===== src/rtl/pe_channel_accumulator_pkg.sv =====
// pe_channel_accumulator_pkg: shared widths, slice helper and FSM encoding for the PE output accumulator
package pe_channel_accumulator_pkg;
    typedef enum logic {FIRST = 1'b0, ACC = 1'b1} state_e;
    // Partial-sum width of one PE element: data x kernel product grown by the MAC count.
    function automatic int elem_w(int data_w, int kern_w, int macs);
        return data_w + kern_w + $clog2(macs);
    endfunction
    // LSB of slot idx in a flat vector of w-bit slots (lanes or elements).
    function automatic int slice_lsb(int idx, int w);
        return idx * w;
    endfunction
    localparam int DEF_OUT_TILE = 2;
    localparam int DEF_ELEM_W = elem_w(16, 8, 32);
    localparam int DEF_PN = 2;
    localparam int DEF_PASSES = 4;
    localparam int DEF_RELU = 1;
endpackage


===== src/rtl/pe_channel_accumulator_if.sv =====
// pe_channel_accumulator_if: input partial-sum stream, output tile stream and clear
//   master: clear, in_valid, in_data, out_ready out; in_ready, out_valid, out_data in
//   slave:  the accumulator side, directions mirrored
interface pe_channel_accumulator_if #(
    parameter int OUT_TILE = 2,
    parameter int ELEM_W = 29,
    parameter int SUM_W = 31,
    parameter int Pn = 2
);
    localparam int TE = OUT_TILE * OUT_TILE;
    logic clear;
    logic in_valid;
    logic in_ready;
    logic [TE*ELEM_W*Pn-1:0] in_data;
    logic out_valid;
    logic out_ready;
    logic [TE*SUM_W*Pn-1:0] out_data;
    modport master(output clear, in_valid, in_data, out_ready, input in_ready, out_valid, out_data);
    modport slave(input clear, in_valid, in_data, out_ready, output in_ready, out_valid, out_data);
endinterface


===== src/rtl/pe_lane_acc.sv =====
// pe_lane_acc: one lane's OUT_TILE^2 signed accumulators with registered, optionally ReLU'd output
//   clk, reset (async active-low), acc_en (beat accepted), first (start of tile),
//   last (final pass), in_lane (TE x ELEM_W), out_lane (TE x SUM_W, held until next final beat)
module pe_lane_acc import pe_channel_accumulator_pkg::*; #(
    parameter int TE = 4,
    parameter int ELEM_W = 29,
    parameter int SUM_W = 31,
    parameter int RELU = 1
) (
    input  logic                  clk,
    input  logic                  reset,
    input  logic                  acc_en,
    input  logic                  first,
    input  logic                  last,
    input  logic [TE*ELEM_W-1:0]  in_lane,
    output logic [TE*SUM_W-1:0]   out_lane
);
    for (genvar e = 0; e < TE; e++) begin : g_elem
        logic signed [SUM_W-1:0] acc_q;
        logic signed [SUM_W-1:0] out_q;
        logic signed [SUM_W-1:0] sum;
        // A tile's first beat overwrites the accumulator, so stale partials never leak in.
        assign sum = (first ? '0 : acc_q) + SUM_W'($signed(in_lane[slice_lsb(e, ELEM_W) +: ELEM_W]));
        always_ff @(posedge clk or negedge reset) begin
            if (!reset) begin
                acc_q <= '0;
                out_q <= '0;
            end else begin
                if (acc_en) acc_q <= sum;
                if (acc_en && last) out_q <= (RELU != 0 && sum[SUM_W-1]) ? '0 : sum;
            end
        end
        assign out_lane[slice_lsb(e, SUM_W) +: SUM_W] = out_q;
    end
endmodule


===== src/rtl/pe_channel_accumulator.sv =====
// pe_channel_accumulator: accumulates PE partial sums over PASSES beats and streams finished tiles
//   clk, reset (async active-low), bus (slave: clear, in stream, out stream),
//   tile_count (tiles handed off, wraps at 2^16)
module pe_channel_accumulator import pe_channel_accumulator_pkg::*; #(
    parameter int OUT_TILE = DEF_OUT_TILE,
    parameter int ELEM_W = DEF_ELEM_W,
    parameter int Pn = DEF_PN,
    parameter int PASSES = DEF_PASSES,
    parameter int RELU = DEF_RELU
) (
    input  logic                          clk,
    input  logic                          reset,
    pe_channel_accumulator_if.slave       bus,
    output logic [15:0]                   tile_count
);
    localparam int SUM_W = ELEM_W + $clog2(PASSES);
    localparam int TE = OUT_TILE * OUT_TILE;
    localparam int CW = PASSES > 1 ? $clog2(PASSES) : 1;
    state_e state_q, state_d;
    logic [CW-1:0] pass_cnt_q, pass_cnt_d;
    logic out_valid_q, out_valid_d;
    logic [15:0] tile_count_q, tile_count_d;
    logic accept, last, first, restart;
    // A stalled output blocks every pass, not just the final one, so no beat is ever dropped.
    assign bus.in_ready = reset && !bus.clear && (!out_valid_q || bus.out_ready);
    assign accept = bus.in_valid && bus.in_ready;
    assign last = pass_cnt_q == CW'(PASSES - 1);
    assign restart = bus.clear || (accept && last);
    always_ff @(posedge clk or negedge reset) begin
        if (!reset) begin
            state_q <= FIRST;
            pass_cnt_q <= '0;
            out_valid_q <= 1'b0;
            tile_count_q <= '0;
        end else begin
            state_q <= state_d;
            pass_cnt_q <= pass_cnt_d;
            out_valid_q <= out_valid_d;
            tile_count_q <= tile_count_d;
        end
    end
    always_comb begin
        state_d = restart ? FIRST : accept ? ACC : state_q;
        pass_cnt_d = restart ? '0 : accept ? pass_cnt_q + 1'b1 : pass_cnt_q;
    end
    // A new final beat in the same cycle as a handoff keeps out_valid high with fresh data.
    always_comb begin
        first = state_q == FIRST;
        out_valid_d = (accept && last) ? 1'b1 : bus.out_ready ? 1'b0 : out_valid_q;
        tile_count_d = tile_count_q + 16'(out_valid_q && bus.out_ready);
    end
    for (genvar l = 0; l < Pn; l++) begin : g_lane
        pe_lane_acc #(.TE(TE), .ELEM_W(ELEM_W), .SUM_W(SUM_W), .RELU(RELU)) u_lane (
            .clk(clk),
            .reset(reset),
            .acc_en(accept),
            .first(first),
            .last(last),
            .in_lane(bus.in_data[slice_lsb(l, TE*ELEM_W) +: TE*ELEM_W]),
            .out_lane(bus.out_data[slice_lsb(l, TE*SUM_W) +: TE*SUM_W])
        );
    end
    assign bus.out_valid = out_valid_q;
    assign tile_count = tile_count_q;
endmodule


===== src/flat_wrapper.sv =====
// flat-port wrapper written by rule: the top's interface ports become plain ports
module pe_channel_accumulator_flat import pe_channel_accumulator_pkg::*;
#(
    parameter int OUT_TILE = DEF_OUT_TILE,
    parameter int ELEM_W = DEF_ELEM_W,
    parameter int Pn = DEF_PN,
    parameter int PASSES = DEF_PASSES,
    parameter int RELU = DEF_RELU
)
  (clk, reset, tile_count, bus_clear, bus_in_valid, bus_in_data, bus_out_ready, bus_in_ready, bus_out_valid, bus_out_data);
  pe_channel_accumulator_if #(.OUT_TILE(OUT_TILE), .ELEM_W(ELEM_W), .SUM_W((31)), .Pn(Pn)) bus_i ();
  input  logic clk;
  input  logic reset;
  output logic [15:0] tile_count;
  input wire logic [$bits(bus_i.clear)-1:0] bus_clear;
  input wire logic [$bits(bus_i.in_valid)-1:0] bus_in_valid;
  input wire logic [$bits(bus_i.in_data)-1:0] bus_in_data;
  input wire logic [$bits(bus_i.out_ready)-1:0] bus_out_ready;
  output wire logic [$bits(bus_i.in_ready)-1:0] bus_in_ready;
  output wire logic [$bits(bus_i.out_valid)-1:0] bus_out_valid;
  output wire logic [$bits(bus_i.out_data)-1:0] bus_out_data;
  assign bus_i.clear = bus_clear;
  assign bus_i.in_valid = bus_in_valid;
  assign bus_i.in_data = bus_in_data;
  assign bus_i.out_ready = bus_out_ready;
  assign bus_in_ready = bus_i.in_ready;
  assign bus_out_valid = bus_i.out_valid;
  assign bus_out_data = bus_i.out_data;
  pe_channel_accumulator #(.OUT_TILE(OUT_TILE), .ELEM_W(ELEM_W), .Pn(Pn), .PASSES(PASSES), .RELU(RELU)) u_core (.clk(clk), .reset(reset), .bus(bus_i), .tile_count(tile_count));
endmodule

===== config.mk =====
export PLATFORM = sky130hd
export DESIGN_NAME = pe_channel_accumulator_flat
export DESIGN_NICKNAME = d
export VERILOG_FILES = /design/src/rtl/pe_channel_accumulator_pkg.sv /design/src/rtl/pe_channel_accumulator_if.sv /design/src/rtl/pe_lane_acc.sv /design/src/rtl/pe_channel_accumulator.sv /design/src/flat_wrapper.sv
export SDC_FILE = /design/constraint.sdc
export NUM_CORES = 1
export LEC_CHECK = 0
export BUFFER_PORTS_ARGS = -buffer_cell sky130_fd_sc_hd__buf_2
export CAP_MARGIN = 20
export CORE_MARGIN = 1.5
export CORE_UTILIZATION = 50
export CTS_BUF_LIST = sky130_fd_sc_hd__clkbuf_16
export CTS_CLUSTER_DIAMETER = 40
export CTS_CLUSTER_SIZE = 30
export DETAILED_ROUTE_END_ITERATION = 7
export GPL_TIMING_DRIVEN = 0
export PLACE_DENSITY = 0.8
export SLEW_MARGIN = 20
export SYNTH_ARGS = -nofsm -noshare
export SYNTH_HDL_FRONTEND = slang
export SYNTH_SLANG_ARGS = --single-unit

===== constraint.sdc =====
create_clock -name clk -period 4.2 [get_ports clk]
set_input_delay 0.84 -clock clk [delete_from_list [all_inputs] [get_ports clk]]
set_output_delay 0.84 -clock clk [all_outputs]
set_load 0.1 [all_outputs]

==> results of run 1 <==
## worst reg2reg max path: cells and delay by family (launching register included)
| kind | cells | cell delay [ps] |
|---|---|---|
| AO/OA/AOI/OAI | 5 | 960 |
| XOR/XNOR | 1 | 120 |
| flip-flops | 1 | 500 |
| buffers and inverters | 14 | 1560 |
| adder cells (fa/ha/maj) | 2 | 510 |
| AND/OR/NAND/NOR | 3 | 360 |
## registers in the layout, indices dropped and copies added, names as in the netlist
name	cells
u_core.pass_cnt_q	2
u_core.g_lane.u_lane.g_elem.acc_q	248
u_core.state_q	1
u_core.bus.out_valid	1
u_core.g_lane.u_lane.g_elem.out_q	240
u_core.tile_count	16
## cells by family (layout without fill, tap and decap cells)
family,Yosys count,in the layout,share of synthesized area [%]
flip-flops,508,508,38.3
multiplexers,39,39,1.30
AND/OR/NAND/NOR,1384,1384,19.5
other,1,25,0.0113
adder cells (fa/ha/maj),251,251,9.65
buffers and inverters,254,956,3.06
XOR/XNOR,228,228,6.02
AO/OA/AOI/OAI,1115,1115,22.1
## metal layers
layer  wire length [um]  part of all wire [%]  vias up  global-route usage [%]
li1                   -                     -    14700                       -
met1              48100                    41    15200                    43.7
met2              54400                    46     1354                    55.3
met3              10200                   8.6      316                    7.18
met4               5500                   4.7       22                    15.8
met5                138                  0.12        -                       0
## final cells by class
| cell class | count | area (um^2) | area share [%] |
|---|---|---|---|
| multi-input cells | 3025 | 19800 | 48.4 |
| well taps | 864 | 1080 | 2.64 |
| clock inverters | 74 | 905 | 2.21 |
| clock buffers | 87 | 2180 | 5.31 |
| repair buffers | 548 | 3030 | 7.39 |
| plain buffers | 183 | 950 | 2.32 |
| flip-flops and latches | 508 | 12700 | 31.0 |
| diodes | 17 | 42.5 | 0.104 |
| inverters | 64 | 240 | 0.586 |
## layout by cell type (no fill, tap or decap), types with 68 or more instances in the layout
cell type / synthesis / layout
o21ai_0: 301 / 298
xnor2_1: 133 / 129
ha_1: 243 / 236
nand3_1: 74 / 74
a21o_1: 152 / 152
o31ai_1: 136 / 129
xor2_1: 95 / 95
nand2_1: 732 / 732
nor2_1: 109 / 106
buf_2: 4 / 502
dfrtp_1: 508 / 507
clkbuf_16: 0 / 90
a21oi_1: 238 / 230
inv_1: 64 / 68
and2_1: 260 / 257
clkbuf_1: 172 / 111
## cells in the mapped netlist (all sizes together) (21+ instances only)
cell type and instances:
o21ai 309, xnor2 133, mux2 32, a211oi 21, dfrtp 508, a31oi 28
nand3 74, a21o 152, inv 64, nand2 732, a21oi 238, o31ai 148
ha 243, xor2 95, nor2b 34, nand2b 22, nor3 32, o21a 28
o21bai 37, nor2 109, a22o 36, clkbuf 172, and2 261, and3 34
nand4 26
## where the power goes
part / internal (mW) / leakage, nW / switching [mW]
sequential: 5.39 / 6.70 / 0.237
clock: 4.57 / 1.51 / 2.92
combinational: 1.02 / 12.8 / 1.70
## per-stage QoR
| step | setup WS (ps) | cell area (um^2) |
|---|---|---|
| finish | 80.7 | 41000 |
| global route | -40.2 | 40900 |
| CTS | -6.30 | 40700 |
| detailed placement | -2810 | 36900 |
| global placement | -9410 | 36800 |
| floorplan | 1.70 | 33200 |
## path summary, 6_finish.rpt
check                                                              end  depth (start not counted)
setup / recovery           u_core.g_lane[0].u_lane.g_elem[0].out_q[10]                         25
hold / removal             u_core.g_lane[1].u_lane.g_elem[0].out_q[12]                          1
setup reg to reg           u_core.g_lane[0].u_lane.g_elem[0].out_q[10]                         25
hold reg to reg             u_core.g_lane[0].u_lane.g_elem[0].acc_q[9]                          2
max in group asynchronous   u_core.g_lane[0].u_lane.g_elem[0].out_q[6]                          4
min in group clk            u_core.g_lane[0].u_lane.g_elem[0].acc_q[9]                          2
## timing repair
item	in CTS	in global routing
endpoints found under the hold margin	0	0
pin swaps	18	20
resized for setup	116	83
setup endpoints to repair	448	368
buffers inserted	34	13
cloned	1	1
==> results.sh, run 1 <==
export IMPL_yosys_area_top_type="dfrtp_1"
export IMPL_synth_cell_types=80
export IMPL_vias_per_cell=5.89
export IMPL_cpLargestDelayFamily="buffers and inverters"
export IMPL_hold_worst_slack_ps=92.5
export IMPL_instances_no_fill=5370
export IMPL_hp_class="primary input to asynchronous set/reset pin"
export IMPL_post_synth_main_area_contributors="dfrtp_1 (38%), ha_1 (9.2%), nand2_1 (8.3%), and2_1 (4.9%), o21ai_0 (4.5%)"
export IMPL_grt_max_degree=94
export IMPL_start_util_pct=50.4
export IMPL_synth_top_area_share_pct=38.3
export IMPL_cpMostUsedCell="buf_4"
export IMPL_ios=503
export IMPL_crit_buf_inv=14
export IMPL_ys_ff_latch=508
export IMPL_coreArea_um2=65700
export IMPL_status="finished clean"
export IMPL_cts_max_path_buffers=3
export IMPL_grt_pass1_vias=30500
export IMPL_gp_congestion=0.980
export IMPL_dp_cells=5150
export IMPL_period_needed_ps=4120
export IMPL_worst_path_max_fanout=10
export IMPL_drtIter0Drc=2977
export IMPL_antenna_found_initial=25
export IMPL_period_share_pct=98.1
export IMPL_grt_setup_unrepaired="true"
export IMPL_slowest_stage="dfrtp_2"
export IMPL_setup_viol=0
export IMPL_ys_flop_type="dfrtp_1"
export IMPL_die_area_um2=67900
export IMPL_num_rows=94
export IMPL_crit_arrival_ps=4660
export IMPL_drc_errors=0
export IMPL_critPathMaxStageDelay_ps=500
export IMPL_netlist_area_um2=33200
export IMPL_grt_pass1_wl_um=177000
export IMPL_grtUsageTotal_pct=34.1
export IMPL_setup_worst_path_end_class="flip-flop"
export IMPL_cp_startpoint="u_core.state_q"
export IMPL_htree_levels=3
export IMPL_crit_required_ps=4740
export IMPL_grt_overflow_total=0
export IMPL_dp_hpwl_um=88900
export IMPL_ys_seq_area_share_pct=38.3
export IMPL_wire_per_inst_um=22.0
export IMPL_final_max_slew_viol_count=0
export IMPL_postCtsHoldBufs=0
export IMPL_fp_dieW_um=261
export IMPL_yosysWarnings=0
export IMPL_p_leak_nw=21.0
export IMPL_area_delta_synth_final_pct=23.6
export IMPL_tritoncts="built"
export IMPL_tightest_slew_ps=1180
export IMPL_clkTransAtPathRegs_ps=60
export IMPL_synth_async_reset_ratio_pct=100
export IMPL_clock_skew_ps=25.8
export IMPL_cts_sinks=508
export IMPL_fillCellCount=5600
export IMPL_slew_headroom_pct=21.2
export IMPL_nNetsFinal=4904
export IMPL_fin_util_pct=62.3
export IMPL_max_freq_mhz=243
export IMPL_ir_worst_vdd_v=0.000282
export IMPL_syn_inst=3780
export IMPL_start_kind="flip-flop"
export IMPL_r2r_slack_ps=80
export IMPL_synth_edff_count=0
export IMPL_critical_path_class="flip-flop to flip-flop"
export IMPL_drive_gt1_share_pct=20.3
export IMPL_drt_wl_total_um=118000
export IMPL_hold_viol=0
export IMPL_cap_violations=0
export IMPL_cts_root_buffer="clkbuf_16"
export IMPL_tns_ps=0
export IMPL_numCtsBuffers=86
export IMPL_dr_pass1_iters=7
export IMPL_regToRegStartpoint="u_core.state_q"
export IMPL_antenna_left=0
export IMPL_io_buffers=494
export IMPL_power_mw=15.8
export IMPL_die_height_um=261
export IMPL_power_density_nw_per_um2=387
export IMPL_via_count=31600
export IMPL_clock_latency_ps=650
export IMPL_syn_avg_cell_area_um2=8.77
Note: power is estimated with default switching activity, not from simulation.
==> run 2: changes to the inputs <==
--- a/config.mk
+++ b/config.mk
@@ -7,14 +7,15 @@
 export LEC_CHECK = 0
 export BUFFER_PORTS_ARGS = -buffer_cell sky130_fd_sc_hd__buf_2
 export CAP_MARGIN = 20
-export CORE_MARGIN = 1.5
+export CORE_ASPECT_RATIO = 0.6
+export CORE_MARGIN = 10
 export CORE_UTILIZATION = 50
 export CTS_BUF_LIST = sky130_fd_sc_hd__clkbuf_16
 export CTS_CLUSTER_DIAMETER = 40
 export CTS_CLUSTER_SIZE = 30
 export DETAILED_ROUTE_END_ITERATION = 7
 export GPL_TIMING_DRIVEN = 0
-export PLACE_DENSITY = 0.8
+export PLACE_DENSITY_LB_ADDON = 0.08
 export SLEW_MARGIN = 20
 export SYNTH_ARGS = -nofsm -noshare
 export SYNTH_HDL_FRONTEND = slang
==> run 2 against run 1 <==
Net effect: clock power fell by 19%; sequential cell count did not move; die area rose by 14%; final area fell by 1.6%.
==> results.sh, run 2 (synthesis results as in run 1) <==
export IMPL_status="finished clean"
export IMPL_antenna_found_initial=21
export IMPL_setup_worst_path_end_class="flip-flop"
export IMPL_crit_required_ps=4670
export IMPL_ir_worst_vdd_v=0.000272
export IMPL_die_height_um=219
export IMPL_dp_hpwl_um=93500
export IMPL_cts_root_buffer="clkbuf_16"
export IMPL_num_rows=73
export IMPL_final_max_slew_viol_count=0
export IMPL_start_util_pct=50.3
export IMPL_grt_pass1_wl_um=182000
export IMPL_path_cells="buf_8 -> buf_16 -> nor3b_2 -> nand2_1 -> clkbuf_1 -> buf_1 -> clkdlybuf4s15_1 -> o21ai_0"
export IMPL_antenna_left=0
export IMPL_tightest_slew_ps=1180
export IMPL_routed_wl_met3_um=11200
export IMPL_setup_viol=0
export IMPL_largest_register_ffs=248
export IMPL_hold_worst_slack_ps=206
export IMPL_regToRegStartpoint="u_core.state_q"
export IMPL_mostFrequentLayoutCell="nand2_1"
export IMPL_fin_util_pct=61.2
export IMPL_cap_violations=0
export IMPL_cts_max_path_buffers=3
export IMPL_grt_setup_unrepaired="true"
export IMPL_nNetsFinal=4878
export IMPL_cp_startpoint="reset"
export IMPL_postCtsHoldBufs=0
export IMPL_grtUsageTotal_pct=30.4
export IMPL_worst_path_max_fanout=88
export IMPL_vias_per_cell=5.77
export IMPL_cts_sinks=508
export IMPL_p_leak_nw=20.6
export IMPL_tns_ps=0
export IMPL_power_mw=14.4
export IMPL_drtIter0Drc=2838
export IMPL_grt_max_degree=94
export IMPL_clkTransAtPathRegs_ps=60
export IMPL_fp_dieW_um=352
export IMPL_period_share_pct=98.4
export IMPL_htree_levels=3
export IMPL_r2r_slack_ps=80
export IMPL_pre_cts_ws_ps=-2190
export IMPL_drive_gt1_share_pct=19.4
export IMPL_drc_errors=0
export IMPL_max_freq_mhz=242
export IMPL_crit_buf_inv=5
export IMPL_slowest_stage="clkdlybuf4s15_1"
export IMPL_coreArea_um2=65900
export IMPL_io_buffers=494
export IMPL_critical_path_class="primary input to flip-flop"
export IMPL_topRoutingLayerUsed="met5"
export IMPL_dr_pass1_iters=7
export IMPL_finalWorstSetupSlack_ps=66.8
export IMPL_placed_area_um2=37000
export IMPL_mostFrequentLayoutCells="nand2_1 (732), dfrtp_1 (507), buf_2 (498)"
export IMPL_drt_wl_total_um=122000
export IMPL_wl_met2_um=51100
export IMPL_cpLargestDelayFamily="buffers and inverters"
export IMPL_gp_congestion=0.980
export IMPL_hp_class="primary input to asynchronous set/reset pin"
export IMPL_tritoncts="built"
export IMPL_power_density_nw_per_um2=358
export IMPL_numCtsBuffers=66
export IMPL_start_kind="primary input"
export IMPL_slew_headroom_pct=21.2
export IMPL_area_delta_synth_final_pct=21.7
export IMPL_fillCellCount=5999
export IMPL_crit_arrival_ps=4600
export IMPL_critPathMaxStageDelay_ps=870
export IMPL_die_area_um2=77400
export IMPL_instances_no_fill=5354
export IMPL_ios=503
export IMPL_clock_skew_ps=21.4
export IMPL_stdcell_area_um2=40300
export IMPL_grt_pass1_vias=29000
export IMPL_top_register="u_core.g_lane.u_lane.g_elem.acc_q"
export IMPL_met1_length_um=56600
export IMPL_wire_per_inst_um=22.8
export IMPL_hold_viol=0
export IMPL_grt_overflow_total=0
export IMPL_dp_cells=5186
export IMPL_via_count=30900
export IMPL_clock_latency_ps=640
export IMPL_period_needed_ps=4130
-- run 2: cell count changes in the layout (fill, tap and decap cells not counted), moves of 5 or more --
cell | previous run | this run
clkinv_4 | 13 | 7
o31ai_2 | 5 | 10
clkbuf_1 | 111 | 124
inv_8 | 13 | 5
clkbuf_16 | 90 | 71
clkbuf_2 | 34 | 18
diode_2 | 17 | 10
-- run 2: report_power, final --
| group | internal, mW | switching (mW) |
|---|---|---|
| Combinational | 1.02 | 1.73 |
| Clock | 3.51 | 2.57 |
| Sequential | 5.38 | 0.232 |
-- run 2: per-layer routing --
layer | vias to the layer above | GRT usage (%)
met4 | 8 | 8.26
met1 | 14900 | 44.7
met2 | 1208 | 44.0
li1 | 14600 | -
met3 | 169 | 7.48
met5 | - | 0
-- run 2: repair_timing --
| action | CTS | global route |
|---|---|---|
| resized for setup | 96 | 103 |
| pin swaps | 20 | 29 |
| buffers inserted | 22 | 18 |
| gates cloned | 0 | 2 |
| setup endpoints to repair | 423 | 322 |
-- run 2: final cells by class --
cell class / instances / area [um^2] / share of cell area, %
antenna: 10 / 25.0 / 0.0620
buffer: 184 / 955 / 2.37
clock buffer: 67 / 1680 / 4.16
clock inverter: 55 / 646 / 1.60
inverter: 64 / 240 / 0.596
multi-input combinational: 3025 / 20000 / 49.5
sequential: 508 / 12700 / 31.5
tap: 900 / 1130 / 2.79
timing repair buffer: 541 / 2980 / 7.39
-- run 2: final timing paths --
| check | endpoint | cells after the start |
|---|---|---|
| max in group asynchronous | u_core.g_lane[0].u_lane.g_elem[3].out_q[0] | 4 |
| worst min register to register | u_core.g_lane[0].u_lane.g_elem[0].acc_q[10] | 2 |
| worst max register to register | u_core.g_lane[1].u_lane.g_elem[3].out_q[7] | 16 |
| worst max-delay path | u_core.g_lane[1].u_lane.g_elem[1].acc_q[4] | 8 |
| min in group clk | u_core.state_q | 2 |
| worst min-delay path | u_core.g_lane[1].u_lane.g_elem[3].acc_q[13] | 1 |
-- run 2: worst register-to-register path, delay by kind of cell (launching register included) --
kind	cells	cell delay (ps)
buffers and inverters	6	1080
muxes	1	280
DFF	1	440
AOI/OAI and AO/OA	6	1600
and+or+nand+nor	2	280
adders and majority gates	1	360
